### src/rtl/keypad_scan.sv
// 4x3 matrix keypad scanner with frame-based debounce and a one-deep key register.
// Define KEYPAD_MULTI_REJECT_EN to treat frames with two or more pressed keys as empty.
module keypad_scan #(
    parameter int SCAN_DIV = 1000,
    parameter int DEBOUNCE = 4
) (
    input  logic       clk,
    input  logic       rst_n,
    input  logic [2:0] col,
    output logic [3:0] row,
    output logic [3:0] key_code,
    output logic       key_valid,
    input  logic       key_ack,
    output logic       key_held,
    output logic       overrun
);

    localparam logic [1:0]  IDLE       = 2'd0;
    localparam logic [1:0]  DB_PRESS   = 2'd1;
    localparam logic [1:0]  PRESSED    = 2'd2;
    localparam logic [1:0]  DB_RELEASE = 2'd3;
    localparam logic [15:0] DIV_LAST   = 16'(SCAN_DIV - 1);
    localparam logic [3:0]  DB_TARGET  = 4'(DEBOUNCE);

    logic [15:0] div_q;
    logic [1:0]  row_q;
    logic [2:0]  col_s1, col_s2;
    logic        sample, frame_end;

    logic        acc_hit;
    logic [3:0]  acc_code;
    logic [1:0]  acc_lows;

    logic [2:0]  lows;
    logic [1:0]  row_col, row_nlows, f_lows;
    logic [3:0]  row_code, f_code;
    logic [2:0]  lows_sum;
    logic        f_any, f_hit;

    logic [1:0]  state_q, state_d;
    logic [3:0]  cnt_q, cnt_d, cand_q, cand_d;
    logic        accept;

    assign sample    = (div_q == DIV_LAST);
    assign frame_end = sample && (row_q == 2'd3);
    assign row       = ~(4'b0001 << row_q);
    assign key_held  = (state_q == PRESSED) || (state_q == DB_RELEASE);

    always_ff @(posedge clk or negedge rst_n) begin
        if (!rst_n) begin
            div_q  <= '0;
            row_q  <= '0;
            col_s1 <= 3'b111;
            col_s2 <= 3'b111;
        end else begin
            col_s1 <= col;
            col_s2 <= col_s1;
            if (sample) begin
                div_q <= '0;
                row_q <= row_q + 2'd1;
            end else begin
                div_q <= div_q + 16'd1;
            end
        end
    end

    // Rows are scanned in ascending order, so the first hit in a frame already holds the lowest code.
    always_comb begin
        lows      = ~col_s2;
        row_col   = lows[0] ? 2'd0 : (lows[1] ? 2'd1 : 2'd2);
        row_code  = {2'b00, row_q} * 4'd3 + {2'b00, row_col};
        row_nlows = {1'b0, lows[0]} + {1'b0, lows[1]} + {1'b0, lows[2]};
        lows_sum  = {1'b0, acc_lows} + {1'b0, row_nlows};
        f_lows    = (lows_sum > 3'd2) ? 2'd2 : lows_sum[1:0];
        f_any     = acc_hit | (|lows);
        f_code    = acc_hit ? acc_code : row_code;
`ifdef KEYPAD_MULTI_REJECT_EN
        f_hit     = f_any && (f_lows < 2'd2);
`else
        f_hit     = f_any;
`endif
    end

    always_ff @(posedge clk or negedge rst_n) begin
        if (!rst_n) begin
            acc_hit  <= 1'b0;
            acc_code <= '0;
            acc_lows <= '0;
        end else if (sample) begin
            if (frame_end) begin
                acc_hit  <= 1'b0;
                acc_code <= '0;
                acc_lows <= '0;
            end else begin
                acc_hit  <= f_any;
                acc_code <= f_code;
                acc_lows <= f_lows;
            end
        end
    end

    always_comb begin
        state_d = state_q;
        cnt_d   = cnt_q;
        cand_d  = cand_q;
        accept  = 1'b0;
        if (frame_end) begin
            case (state_q)
                IDLE: begin
                    if (f_hit) begin
                        state_d = DB_PRESS;
                        cand_d  = f_code;
                        cnt_d   = 4'd1;
                    end
                end
                DB_PRESS: begin
                    if (!f_hit) begin
                        state_d = IDLE;
                        cnt_d   = '0;
                    end else if (f_code == cand_q) begin
                        cnt_d = cnt_q + 4'd1;
                    end else begin
                        cand_d = f_code;
                        cnt_d  = 4'd1;
                    end
                end
                PRESSED: begin
                    if (!f_hit) begin
                        state_d = DB_RELEASE;
                        cnt_d   = 4'd1;
                    end
                end
                default: begin
                    if (f_hit) begin
                        state_d = PRESSED;
                        cnt_d   = '0;
                    end else begin
                        cnt_d = cnt_q + 4'd1;
                    end
                end
            endcase
            // Checking the updated count lets DEBOUNCE=1 resolve on the very first frame.
            if (state_d == DB_PRESS && cnt_d == DB_TARGET) begin
                state_d = PRESSED;
                cnt_d   = '0;
                accept  = 1'b1;
            end
            if (state_d == DB_RELEASE && cnt_d == DB_TARGET) begin
                state_d = IDLE;
                cnt_d   = '0;
            end
        end
    end

    always_ff @(posedge clk or negedge rst_n) begin
        if (!rst_n) begin
            state_q   <= IDLE;
            cnt_q     <= '0;
            cand_q    <= '0;
            key_code  <= '0;
            key_valid <= 1'b0;
            overrun   <= 1'b0;
        end else begin
            state_q <= state_d;
            cnt_q   <= cnt_d;
            cand_q  <= cand_d;
            if (accept) begin
                key_code  <= cand_d;
                key_valid <= 1'b1;
                if (key_valid && !key_ack) begin
                    overrun <= 1'b1;
                end
            end else if (key_ack && key_valid) begin
                key_valid <= 1'b0;
            end
        end
    end

endmodule

### config.mk
export PLATFORM = sky130hd
export DESIGN_NAME = keypad_scan
export DESIGN_NICKNAME = d
export VERILOG_FILES = /design/src/rtl/keypad_scan.sv
export SDC_FILE = /design/constraint.sdc
export NUM_CORES = 1
export LEC_CHECK = 0
export BUFFER_PORTS_ARGS = -buffer_cell sky130_fd_sc_hd__buf_4
export CORE_AREA = 5 5 94 96
export CTS_CLUSTER_SIZE = 40
export DETAILED_ROUTE_END_ITERATION = 12
export DIE_AREA = 0 0 99 101
export MAX_ROUTING_LAYER = met4
export SYNTH_ARGS = -nofsm -noshare
export SYNTH_HDL_FRONTEND = slang
export SYNTH_SLANG_ARGS = --single-unit
### constraint.sdc
create_clock -name clk -period 3.4 [get_ports clk]
set_input_delay 1.02 -clock clk [delete_from_list [all_inputs] [get_ports clk]]
set_output_delay 1.02 -clock clk [all_outputs]
set_load 0.005 [all_outputs]
==> results.txt <==
----------------------------------------------------
[Setup path]
  Category of the worst setup path capture point ... flop
  Register-to-register path setup slack ... -210 ps
  Endpoint of the worst-slack reg-to-reg timing path ... key_code[3]$_DFFE_PN0P_
  Cell type group with the largest total delay on the critical path ... adder cells
  CP startpoint kind ... flop
  Launching element of the worst setup path ... col_s2[0]$_DFF_PN1_
  Delay of the slowest cell on the worst path ... 540 ps
  Number of buffer and inverter stages on the critical path ... 1
  Setup crit end ... key_code[3]$_DFFE_PN0P_
  Signal arrival time at the worst endpoint ... 3800 ps
  Crit path required time ... 3590 ps
  Number of gates on the worst path with buffers counted ... 11
  Ordered list of cells on the worst path ... and2_4 -> fa_1 -> ha_2 -> fa_2 -> mux2i_2 -> xnor2_1 -> or4_4 -> a221oi_4 -> and4b_1 -> buf_6 -> mux2_4
  Crit Path Class ... flop to flop
  Critical-path cell with the highest stage delay ... sky130_fd_sc_hd__dfstp_2
  Startpoint of the most critical register-to-register path ... col_s2[0]$_DFF_PN1_
  Biggest fanout along the worst timing path ... 5
  Worst-case reg-to-reg path depth ... 11

[Synthesis]
  Number of flops mapped to enable cells by yosys ... 0
  Sequential-to-total area share from yosys stat ... 0.493
  Number of nets produced by synthesis ... 228
  Async S/R FF share, synth ... 1.00
  Syn Area/Cell ... 10.8 um^2
  Synth unique cells ... 43
  Ys flop type ... sky130_fd_sc_hd__dfrtp_1
  Count of warnings emitted by yosys ... 0
  Mapped cell area ... 2300 um^2
  Register bit total from synthesis ... 45
  Gate Count Post-Synth ... 212

[STA]
  Slew @ Worst Pin ... 559 ps
  Max-slew headroom ... 0.628
  Worst Hold Slack ... 360 ps
  Period utilization ... 1.06
  Slew Viols, Final ... 0
  Fmax ... 277 MHz
  Worst Skew ... 7.95 ps
  Min cycle time layout ... 3610 ps
  Unrepaired setup endpoints after global routing ... true
  Count of final hold-check violations ... 0
  Worst Setup Slack, final ... -210 ps
  Final count of negative-setup-slack endpoints ... 6
  Setup_tns ... -976 ps

[Finish]
  Count of non-filler cells in the finished layout ... 352
  Synthesis-to-layout area growth ... 24.5%
  Post-layout utilization of the core ... 0.359
  Final net count ... 262
  Antenna diode count ... 0
  Share of cells above drive strength 1 ... 0.267

[Global route]
  Number of global-route vias before repair ... 1662
  Global route total overflow ... 0
  Wire length of the first global-routing pass ... 7.73 mm
  Largest net degree at the start of global routing ... 46
  Overall routing resource usage ... 0.0980
  Number of antenna violations at the first check in global routing ... 0

[Drt]
  Routed wl met3 ... 113 um
  Initial drt markers ... 68
  Antenna Violating Nets Remaining ... 0
  DRC ... 0
  Average wire per standard cell ... 12.8 um
  Total wire length after detailed routing ... 4.50 mm
  Met2 wire len ... 2.13 mm
  Routed via count ... 1662
  Detail-routed via count per cell ... 4.72
  Top routing layer in use ... met4
  Met1 routed wirelength after detailed routing ... 2.19 mm
  Length of the first detailed-routing pass in iterations ... 4

[Floorplan]
  Site row count ... 33
  Count of pins on the block boundary ... 17
  Area of the die ... 10000 um^2
  Area of the core region ... 7970 um^2
  Starting density of the core ... 0.288
  Die Span X ... 99 um
  Die Span Y ... 101 um

[CTS]
  TritonCTS buffer count ... 5
  CTS root buf ... sky130_fd_sc_hd__clkbuf_8
  Clock transition time at the flip-flop clock pins of the worst setup and hold paths ... 90 ps
  Clock Path Buffers ... 2
  Sink count of the clock tree ... 45
  Skew-Pair Late Insertion Delay ... 300 ps
  Total number of H-tree levels ... 2
  TritonCTS clock tree ... built

[Job]
  Number of maximum-capacitance violations ... 0

[Pwr]
  Power density normalized to cell area ... 372 nW/um^2
  Leakage dissipation ... 0.00127 uW
  Maximum VDD drop ... 0.236 mV

[Placed design]
  Post-place setup slack ... -209 ps
  PortBufs ... 16
  Total placed cells including tap cells ... 339
  Routability-driven placement congestion ratio ... 0.885
  Half-perimeter wire length after detailed placement ... 3.22 mm

[Hold path]
  Hold Path Class ... flop to flop

[Status]
  Result of the run ... complete, but fails checks
  Failing checks ... setup timing

----------------------------------------------------
-- kinds of logic after synthesis --
| logic type | synth area share |
|---|---|
| and+or+nand+nor | 0.173 |
| adders and majority gates | 0.0610 |
| DFF | 0.493 |
| muxes | 0.0544 |
| xor gates and xnor gates | 0.0800 |
| buffers and inverters | 0.0365 |
| AOI/OAI and AO/OA | 0.102 |
-- cells in the mapped netlist (4+ instances only) --
| cell type | number | area [um^2] |
|---|---|---|
| sky130_fd_sc_hd__a21oi_1 | 5 | 25.0 |
| sky130_fd_sc_hd__a32o_1 | 5 | 50.1 |
| sky130_fd_sc_hd__and2_1 | 4 | 25.0 |
| sky130_fd_sc_hd__and3_1 | 4 | 25.0 |
| sky130_fd_sc_hd__clkbuf_1 | 4 | 15.0 |
| sky130_fd_sc_hd__dfrtp_1 | 39 | 976 |
| sky130_fd_sc_hd__dfstp_2 | 6 | 158 |
| sky130_fd_sc_hd__ha_1 | 8 | 100 |
| sky130_fd_sc_hd__inv_1 | 11 | 41.3 |
| sky130_fd_sc_hd__mux2_4 | 4 | 60.1 |
| sky130_fd_sc_hd__mux2i_1 | 4 | 40.0 |
| sky130_fd_sc_hd__nand2_1 | 23 | 86.3 |
| sky130_fd_sc_hd__nand3_1 | 8 | 40.0 |
| sky130_fd_sc_hd__nand4_1 | 5 | 31.3 |
| sky130_fd_sc_hd__nor2_1 | 10 | 37.5 |
| sky130_fd_sc_hd__nor3_1 | 5 | 25.0 |
| sky130_fd_sc_hd__o21ai_0 | 14 | 70.1 |
| sky130_fd_sc_hd__xnor2_1 | 14 | 123 |
| sky130_fd_sc_hd__xor2_1 | 7 | 61.3 |
-- where the power goes --
| group | switching [uW] | total (uW) | internal (uW) |
|---|---|---|---|
| logic | 21.5 | 34.4 | 12.8 |
| registers | 1.50 | 543 | 541 |
| clock network | 192 | 488 | 296 |
| total | 215 | 1070 | 850 |
-- metrics by stage --
stage	total power, uW	area (um^2)
2_1_floorplan	566	2330
3_5_place_dp	587	2630
5_1_grt	1110	2860
6_report	1070	2860
4_1_cts	1080	2810
3_3_place_gp	586	2630
-- state kept, by name, summed over array words and instances (netlist names) --
| signal | flops |
|---|---|
| row_q | 2 |
| overrun | 1 |
| col_s1 | 3 |
| acc_code | 4 |
| div_q | 16 |
| key_code | 4 |
| key_valid | 1 |
| cand_q | 4 |
| acc_hit | 1 |
| cnt_q | 4 |
| state_q | 2 |
| col_s2 | 3 |
-- what timing repair did --
action,CTS,global route
gates resized for setup,4,10
hold buffers,0,0
pin swaps,0,5
setup buffers,3,4
endpoints found under the setup margin,6,9
-- layout make-up --
type,instances,area [um^2]
Sequential cell,45,1130
Clock buffer,5,68.8
Timing Repair Buffer,34,263
Tap cell,105,131
Inverter,11,41.3
Multi-Input combinational cell,149,1150
Clock inverter,3,68.8
Fill cell,788,5110
-- layer usage --
layer	GRT usage	vias to the layer above
met2	0.154	26
met1	0.123	815
met3	0.0208	6
met5	-	-
li1	-	815
met4	0.0399	0
-- worst min path at each step --
stage                   startpoint             endpoint  slack, ps  depth (start not counted)
2_1_floorplan  col_s1[0]$_DFF_PN1_  col_s2[0]$_DFF_PN1_        350                          0
6_report       col_s1[2]$_DFF_PN1_  col_s2[2]$_DFF_PN1_        360                          0
3_5_place_dp   col_s1[2]$_DFF_PN1_  col_s2[2]$_DFF_PN1_        350                          0
5_1_grt        col_s1[1]$_DFF_PN1_  col_s2[1]$_DFF_PN1_        370                          0
3_3_place_gp   col_s1[2]$_DFF_PN1_  col_s2[2]$_DFF_PN1_        350                          0
4_1_cts        col_s1[2]$_DFF_PN1_  col_s2[2]$_DFF_PN1_        360                          0
-- cell usage in the layout, fill, tap and decap left out, drive strengths merged, types with 2 or more instances in the layout --
master and instances:
or3 2, mux2 5, dfstp 6, nand2 23
mux2i 5, xor2 7, nand4 5, and4 2
buf 34, xnor2 14, ha 8, dfrtp 39
fa 2, a32o 5, nor3 5, nor2 10
clkbuf 5, and3 4, and4b 2, a21oi 5
o21ai 15, bufinv 2, inv 12, nand3 8
nor2b 3, a311o 2, and2 4
Note: power is estimated with default switching activity, not from simulation.
